### src/rtl/input_conditioner.sv
// input_conditioner: board-pin front end for the counter core.
// Push-buttons (active-low) get a two-flop synchroniser, a per-key debouncer,
// registered press/release edge pulses and an optional auto-repeat engine.
// Slide switches are only synchronised.

module input_conditioner #(
    parameter int N_KEYS          = 4,
    parameter int N_SW            = 10,
    parameter int DEBOUNCE_CYCLES = 1_000_000,
    parameter int REPEAT_DELAY    = 25_000_000,
    parameter int REPEAT_PERIOD   = 5_000_000
) (
    input  logic              i_clk,
    input  logic              i_reset,
    input  logic [N_KEYS-1:0] i_keys_n,
    input  logic [N_SW-1:0]   i_sw,
    input  logic              i_repeat_en,
    output logic [N_KEYS-1:0] o_keys,
    output logic [N_KEYS-1:0] o_press,
    output logic [N_KEYS-1:0] o_release,
    output logic [N_SW-1:0]   o_sw
);

    // $clog2(N) bits always hold N-1, which is the largest value a counter reaches.
    localparam int CNT_W   = $clog2(DEBOUNCE_CYCLES);
    localparam int REP_MAX = (REPEAT_DELAY > REPEAT_PERIOD) ? REPEAT_DELAY : REPEAT_PERIOD;
    localparam int RCNT_W  = $clog2(REP_MAX);

    localparam logic [CNT_W-1:0]  DB_LAST     = CNT_W'(DEBOUNCE_CYCLES - 1);
    localparam logic [CNT_W-1:0]  DB_ONE      = CNT_W'(1);
    localparam logic [RCNT_W-1:0] DELAY_LAST  = RCNT_W'(REPEAT_DELAY - 1);
    localparam logic [RCNT_W-1:0] PERIOD_LAST = RCNT_W'(REPEAT_PERIOD - 1);
    localparam logic [RCNT_W-1:0] RCNT_ONE    = RCNT_W'(1);

    typedef enum logic [1:0] {
        RELEASED    = 2'd0,
        HOLD_DELAY  = 2'd1,
        HOLD_REPEAT = 2'd2
    } rep_state_t;

    // Synchroniser stages; keys are inverted on entry so 1 means pressed internally.
    logic [N_KEYS-1:0] key_meta;
    logic [N_KEYS-1:0] key_sync;
    logic [N_SW-1:0]   sw_meta;
    logic [N_SW-1:0]   sw_sync;

    // Per-key debounce results and repeat requests gathered into vectors.
    logic [N_KEYS-1:0] key_level;
    logic [N_KEYS-1:0] accept_press;
    logic [N_KEYS-1:0] accept_release;
    logic [N_KEYS-1:0] repeat_pulse;

    // Edge pulse registers.
    logic [N_KEYS-1:0] press_q;
    logic [N_KEYS-1:0] release_q;

    // Two-flop synchronisers for every key and switch bit.
    always_ff @(posedge i_clk) begin
        if (i_reset) begin
            key_meta <= '0;
            key_sync <= '0;
            sw_meta  <= '0;
            sw_sync  <= '0;
        end else begin
            key_meta <= ~i_keys_n;
            key_sync <= key_meta;
            sw_meta  <= i_sw;
            sw_sync  <= sw_meta;
        end
    end

    for (genvar k = 0; k < N_KEYS; k++) begin : g_key
        logic              level_q;
        logic [CNT_W-1:0]  cnt_q;
        logic              mismatch;
        logic              accept;

        rep_state_t        state_q;
        rep_state_t        state_d;
        logic [RCNT_W-1:0] rcnt_q;
        logic [RCNT_W-1:0] rcnt_d;
        logic              pulse_d;

        // A level change is accepted only after DEBOUNCE_CYCLES consecutive mismatching cycles.
        assign mismatch = (key_sync[k] != level_q);
        assign accept   = mismatch && (cnt_q == DB_LAST);

        assign accept_press[k]   = accept &&  key_sync[k];
        assign accept_release[k] = accept && !key_sync[k];
        assign key_level[k]      = level_q;
        assign repeat_pulse[k]   = pulse_d;

        // Debounce counter: any matching cycle restarts the count, so short bounces vanish.
        always_ff @(posedge i_clk) begin
            if (i_reset) begin
                level_q <= 1'b0;
                cnt_q   <= '0;
            end else if (!mismatch) begin
                cnt_q <= '0;
            end else if (accept) begin
                level_q <= key_sync[k];
                cnt_q   <= '0;
            end else begin
                cnt_q <= cnt_q + DB_ONE;
            end
        end

        // Auto-repeat state and hold counter registers.
        always_ff @(posedge i_clk) begin
            if (i_reset) begin
                state_q <= RELEASED;
                rcnt_q  <= '0;
            end else begin
                state_q <= state_d;
                rcnt_q  <= rcnt_d;
            end
        end

        // Auto-repeat next state; an accepted release overrides a repeat due in the same cycle.
        always_comb begin
            state_d = state_q;
            rcnt_d  = rcnt_q;
            pulse_d = 1'b0;
            if (accept_release[k]) begin
                state_d = RELEASED;
                rcnt_d  = '0;
            end else begin
                case (state_q)
                    RELEASED: begin
                        if (accept_press[k]) begin
                            state_d = HOLD_DELAY;
                            rcnt_d  = '0;
                        end
                    end
                    HOLD_DELAY: begin
                        if (rcnt_q == DELAY_LAST) begin
                            if (i_repeat_en) begin
                                pulse_d = 1'b1;
                                rcnt_d  = '0;
                                state_d = HOLD_REPEAT;
                            end
                        end else begin
                            rcnt_d = rcnt_q + RCNT_ONE;
                        end
                    end
                    HOLD_REPEAT: begin
                        if (rcnt_q == PERIOD_LAST) begin
                            pulse_d = i_repeat_en;
                            rcnt_d  = '0;
                        end else begin
                            rcnt_d = rcnt_q + RCNT_ONE;
                        end
                    end
                    default: begin
                        state_d = RELEASED;
                        rcnt_d  = '0;
                    end
                endcase
            end
        end
    end

    // Registered one-cycle pulses, aligned with the o_keys update edge.
    always_ff @(posedge i_clk) begin
        if (i_reset) begin
            press_q   <= '0;
            release_q <= '0;
        end else begin
            press_q   <= accept_press | repeat_pulse;
            release_q <= accept_release;
        end
    end

    assign o_keys    = key_level;
    assign o_press   = press_q;
    assign o_release = release_q;
    assign o_sw      = sw_sync;

endmodule
### config.mk
export PLATFORM = sky130hd
export DESIGN_NAME = input_conditioner
export DESIGN_NICKNAME = d
export VERILOG_FILES = /design/src/rtl/input_conditioner.sv
export SDC_FILE = /design/constraint.sdc
export NUM_CORES = 1
export LEC_CHECK = 0
export ABC_CLOCK_PERIOD_IN_PS = 3300
export BUFFER_PORTS_ARGS = -buffer_cell sky130_fd_sc_hd__buf_2
export CORE_MARGIN = 2
export CORE_UTILIZATION = 52
export CTS_CLUSTER_DIAMETER = 120
export DETAILED_ROUTE_END_ITERATION = 16
export HOLD_SLACK_MARGIN = 0.02
export PLACE_DENSITY = 0.69
export SYNTH_ARGS = -nofsm -noshare
export SYNTH_HDL_FRONTEND = slang
export SYNTH_SLANG_ARGS = --single-unit
### constraint.sdc
create_clock -name i_clk -period 3.3 [get_ports i_clk]
set_input_delay 0.33 -clock i_clk [delete_from_list [all_inputs] [get_ports i_clk]]
set_output_delay 0.33 -clock i_clk [all_outputs]
set_load 0.03 [all_outputs]
## Yosys cells after proc, flatten, opt, wreduce, memory -nomap -nowiden

Cells that the tools add are included.

- Register bits after elaboration: 228
- Latch bits: 0
- Memory bits (writable): 0
- Bits in read-only memories: 0
- Input port bits: 17
- Logic and storage cells: 167
- Memories: 0

- $add $sub $neg: 8
- Multiply operators: 0
- Div/mod/pow operators: 0
- Order comparisons: 0
- Equal/unequal tests: 40
- Shift-type cells: 0
- Mux-type cells: 47
- Bitwise logic cells: 10
- Reductions and logical operators: 40

Operators with widths:

| kind | count |
|---|---|
| $mux 25 | 13 |
| $pmux 25 s3 | 4 |
| $add 25x1->25 const B | 4 |
| $eq 25x23->1 const B | 4 |
| $eq 25x25->1 const B | 4 |
| $add 20x1->20 const B | 4 |
| $eq 20x20->1 const B | 4 |
| $ne 2x2->1 const B | 12 |
| $pmux 2 s3 | 4 |
| $mux 2 | 9 |
| $reduce_and 2->1 | 8 |
| $reduce_and 4->1 | 4 |
| $mux 1 | 13 |
| $logic_and 1x1->1 | 12 |
| $ne 3x3->1 const B | 4 |
| $reduce_or 3->1 | 4 |
| $eq 2x1->1 const B | 4 |
| $eq 2x2->1 const B | 4 |
| $logic_not 2->1 | 4 |
| $not 1->1 | 8 |
| $pmux 1 s2 | 4 |
| $reduce_or 2->1 | 4 |
| $logic_not 1->1 | 4 |
| $ne 1x1->1 | 4 |
| other kinds (2) | 2 |

## Longest topological paths before layout

- Word-level depth: 5
- Mapped depth: 10

## Worst setup path after synthesis

Ideal clock, no wire load.

- Path kind: reg-to-reg
- From: register g_key[2].cnt_q[11]
- To: register g_key[2].rcnt_q[7]
- Data arrival time: 2410 ps
- Data required time: 3225 ps
- Slack: 815 ps
- Stages on the path, launching flop included: 8
- Period minus slack after synthesis: 2485 ps
- Cells stage by stage: dfxtp_1 or4b_4 nor4_4 a41oi_1 or2_1 buf_2 or4_1 a31oi_1

- Word-level cells in the longest chain between the ends: 5

RTL lines:

| element | RTL line | source |
|---|---|---|
| start: declaration | 74 | `logic [CNT_W-1:0] cnt_q;` |
| start signal: assignment | 104 | `cnt_q <= cnt_q + DB_ONE;` |
| $eq 20x20->1 (*) | 86 | `assign accept = mismatch && (cnt_q == DB_LAST);` |
| $logic_and 1x1->1 (*) | 86 |  |
| $logic_and 1x1->1 | 88 | `assign accept_press[k] = accept && key_sync[k];` |
| $ne 2x2->1 (no line) | n/a |  |
| $reduce_and 2->1 (no line) | n/a |  |
| end signal: assignment | 115 | `rcnt_q <= rcnt_d;` |
| end: declaration | 80 | `logic [RCNT_W-1:0] rcnt_q;` |

Mark *: on every way between the ends. The rest lies on a longest branch, timed or not.
A chain may end at the register's enable or synchronous reset.

## Worst setup path after layout

- From: register g_key[2].cnt_q[11]
- To: register g_key[2].rcnt_q[23]

The elaborated chain is that of the path after synthesis.

==> flow_metrics.tcl <==
set metrics [dict create \
    drtAntennaViolNets 0 \
    worstSetupPathType "flip-flop to flip-flop" \
    layout_setup_ws_ns 0.2970 \
    synth_top_area_cell "dfxtp_1" \
    hold_path_class "primary input to flip-flop" \
    register_area_um2 4564 \
    min_path_cells 2 \
    synth-edff-count 0 \
    status "completed" \
    start_util 0.5280 \
    fin_nets 1404 \
    core_area_um2 20890 \
    hold_viol 0 \
    max_freq_ghz 0.3330 \
    die_y_um 149.6 \
    grt_max_degree 45 \
    cp_cell_sequence "or4b_4 -> nor4_4 -> a41oi_1 -> or2_1 -> nor2_1 -> a22o_1" \
    antenna_found_initial 0 \
    design_area_um2 12530 \
    fp.dieW_um 149.6 \
    path_clk_slew_ns 0.06 \
    grt_overflow 0 \
    row_count 53 \
    cts_resized 0 \
    dp_hpwl_um 16240 \
    syn_inst 1323 \
    routedWlPerCell_um 14.81 \
    final_util 0.5998 \
    setup_viol 0 \
    cp.depth 6 \
    drt_iter0_markers 576 \
    synth.avg_cell_area_um2 8.337 \
    max_stage_delay_ns 0.85 \
    start_kind "flip-flop" \
    clkSinkCount 228 \
    multi_input_area_um2 6096 \
    slew_violations 0 \
    tns_ns 0 \
    routed-via-count 9534 \
    path_buf_inv 0 \
    fin_skew_ns 0.01365 \
    die_area_um2 22390 \
    syn_nets 1360 \
    htreeDepth 1 \
    clk_latency_ns 0.53 \
    wirelength_um 24600 \
    gp_congestion 0.8413 \
    reg2reg_slack_ns 0.30 \
    clk_path_buf_depth 3 \
    period_share 0.9100 \
    fillers 1900 \
    synth-seq-area-share 0.4138 \
    cp_max_fo 15 \
    rsz0062_at_grt "no" \
    ys_warn_count 0 \
    instances_no_fill 1661 \
    critPathCaptureType "flip-flop" \
    first_pass_iters 5 \
    ys_ff_latch 228 \
    syn_area_um2 11030 \
    cts_buffers 26 \
    synth.area.top_cells "dfxtp_1, nor2_1, nand2_1, nand3_1, xnor2_1" \
    ir_drop_uv 338.2 \
    grt_first_pass_wirelength_um 41910 \
    synth_top_area_share 0.4138 \
    dp_slack_ns 0.3384 \
    post_dp_cell_area_um2 11490 \
    drcViolationCount 0 \
    port_buffers 38 \
    grt_pass1_vias 8867 \
    track_usage 0.2210 \
    cts_tree "yes" \
    worst_pin_slew_ns 1.113 \
    crit_path_top_delay_cell "nor2_1" \
    worst-r2r-cell-count 6 \
    synth.distinct_cells 69 \
    root_buffer "clkbuf_16" \
    post-place-cells 1602 \
    ios 39 \
    drive_gt1_frac 0.09019 \
    async_flop_share 0 \
    diodes 0 \
    crit_arrival_ns 3.46 \
    worstPathRequired_ns 3.76 \
    slew_headroom 0.2550 \
    critical_path.top_delay_family "simple AND/OR/NAND/NOR gates" \
    power_density_nw_per_um2 470.7 \
    drt-vias-per-instance 5.740 \
    fin_crit_ns 3.003 \
    power.leakage_nw 4.099 \
    area_delta_synth_final_pct 13.60 \
    max_cap_violations 0 \
    synth_top_flop_cell "dfxtp_1" \
]
-- cells by family after synthesis --
logic type / synth area share
AOI/OAI and AO/OA: 0.1321
xor gates and xnor gates: 0.07465
adders and majority gates: 0.02269
buffers and inverters: 0.03426
DFF: 0.4138
muxes: 0.01010
and+or+nand+nor: 0.3124
-- metal layers --
layer / share of wire / up-vias / global-route usage
met1: 0.49 / 4480 / 0.3080
met3: 0.034 / 38 / 0.02591
li1: - / 4850 / -
met2: 0.46 / 166 / 0.3624
met4: 0.019 / 0 / 0.06095
met5: 0 / - / 0
-- timing repair --
| action | CTS | global route |
|---|---|---|
| buffers inserted | 0 | 0 |
| endpoints found under the hold margin | 12 | 0 |
| hold buffers | 12 | 0 |
-- path summary, 6_finish.rpt --
check	start	end
worst min register to register	key_meta[2]	key_sync[2]
worst min-delay path	i_sw[0]	sw_meta[0]
worst max register to register	g_key[2].cnt_q[11]	g_key[2].rcnt_q[23]
worst max-delay path	g_key[2].cnt_q[11]	g_key[2].rcnt_q[23]
-- placed cells by master, fill, tap and decap left out, types with 17 or more instances in the layout --
cell / n
nand3_1: 93
nand4_1: 45
dfxtp_1: 228
buf_4: 20
o21ai_0: 37
nor2b_1: 38
nor3_1: 43
buf_2: 38
nor2_1: 155
or4_1: 18
a21oi_1: 33
ha_1: 20
inv_1: 39
nand2_1: 135
clkbuf_16: 26
and3_1: 26
xnor2_1: 48
and2_1: 17
a31oi_1: 26
xor2_1: 46
-- power breakdown --
group / switching, mW / total [mW] / internal (mW)
combinational: 0.0761 / 0.119 / 0.0425
clock: 1.14 / 3.00 / 1.86
sequential: 0.00826 / 2.78 / 2.77
total: 1.23 / 5.90 / 4.67
-- worst reg2reg max path, stage by stage (launching register included) --
cell,delay [ns]
dfxtp_1,0.35
or4b_4,0.56
nor4_4,0.38
a41oi_1,0.25
or2_1,0.30
nor2_1,0.85
a22o_1,0.26
-- stage by stage --
| stage | hold WS [ns] | power (mW) |
|---|---|---|
| 6_report | 0.04136 | 5.898 |
| 5_1_grt | 0.04163 | 6.103 |
| 4_1_cts | 0.02014 | 5.965 |
| 3_5_place_dp | 0.4291 | 2.946 |
| 3_3_place_gp | 0.4145 | 2.945 |
| 2_1_floorplan | 0.3967 | 2.902 |
-- registers in the layout, summed over array words and instances, names as in the netlist --
signal         flops
g_key.cnt_q       80
o_release          4
key_meta           4
sw_meta           10
g_key.level_q      4
key_sync           4
o_sw              10
g_key.state_q      8
o_press            4
g_key.rcnt_q     100
-- area by class of cell --
class                      instances  area share
multi-input combinational       1001      0.4865
sequential                       228      0.3643
clock buffer                      35     0.06101
timing repair buffer              70     0.03675
tap                              275     0.02746
clock inverter                    12     0.01198
inverter                          40     0.01198
-- synthesized netlist by cell type, types with 11 or more instances --
cell type and instances:
and2_1 17, o211ai_1 12, nor2b_1 38, or3_1 12, o21ai_0 37, o31ai_1 16
xor2_1 46, nor2_1 155, dfxtp_1 228, and3_1 26, nor4b_1 12, a22o_1 13
clkbuf_1 39, or4_1 18, nor4_1 14, nand4_1 45, and4_1 11, ha_1 20
a31oi_1 26, inv_1 39, nand2_1 135, xnor2_1 48, a21oi_1 33, nor3_1 43
nand3_1 93
(Power assumes the default switching activity.)
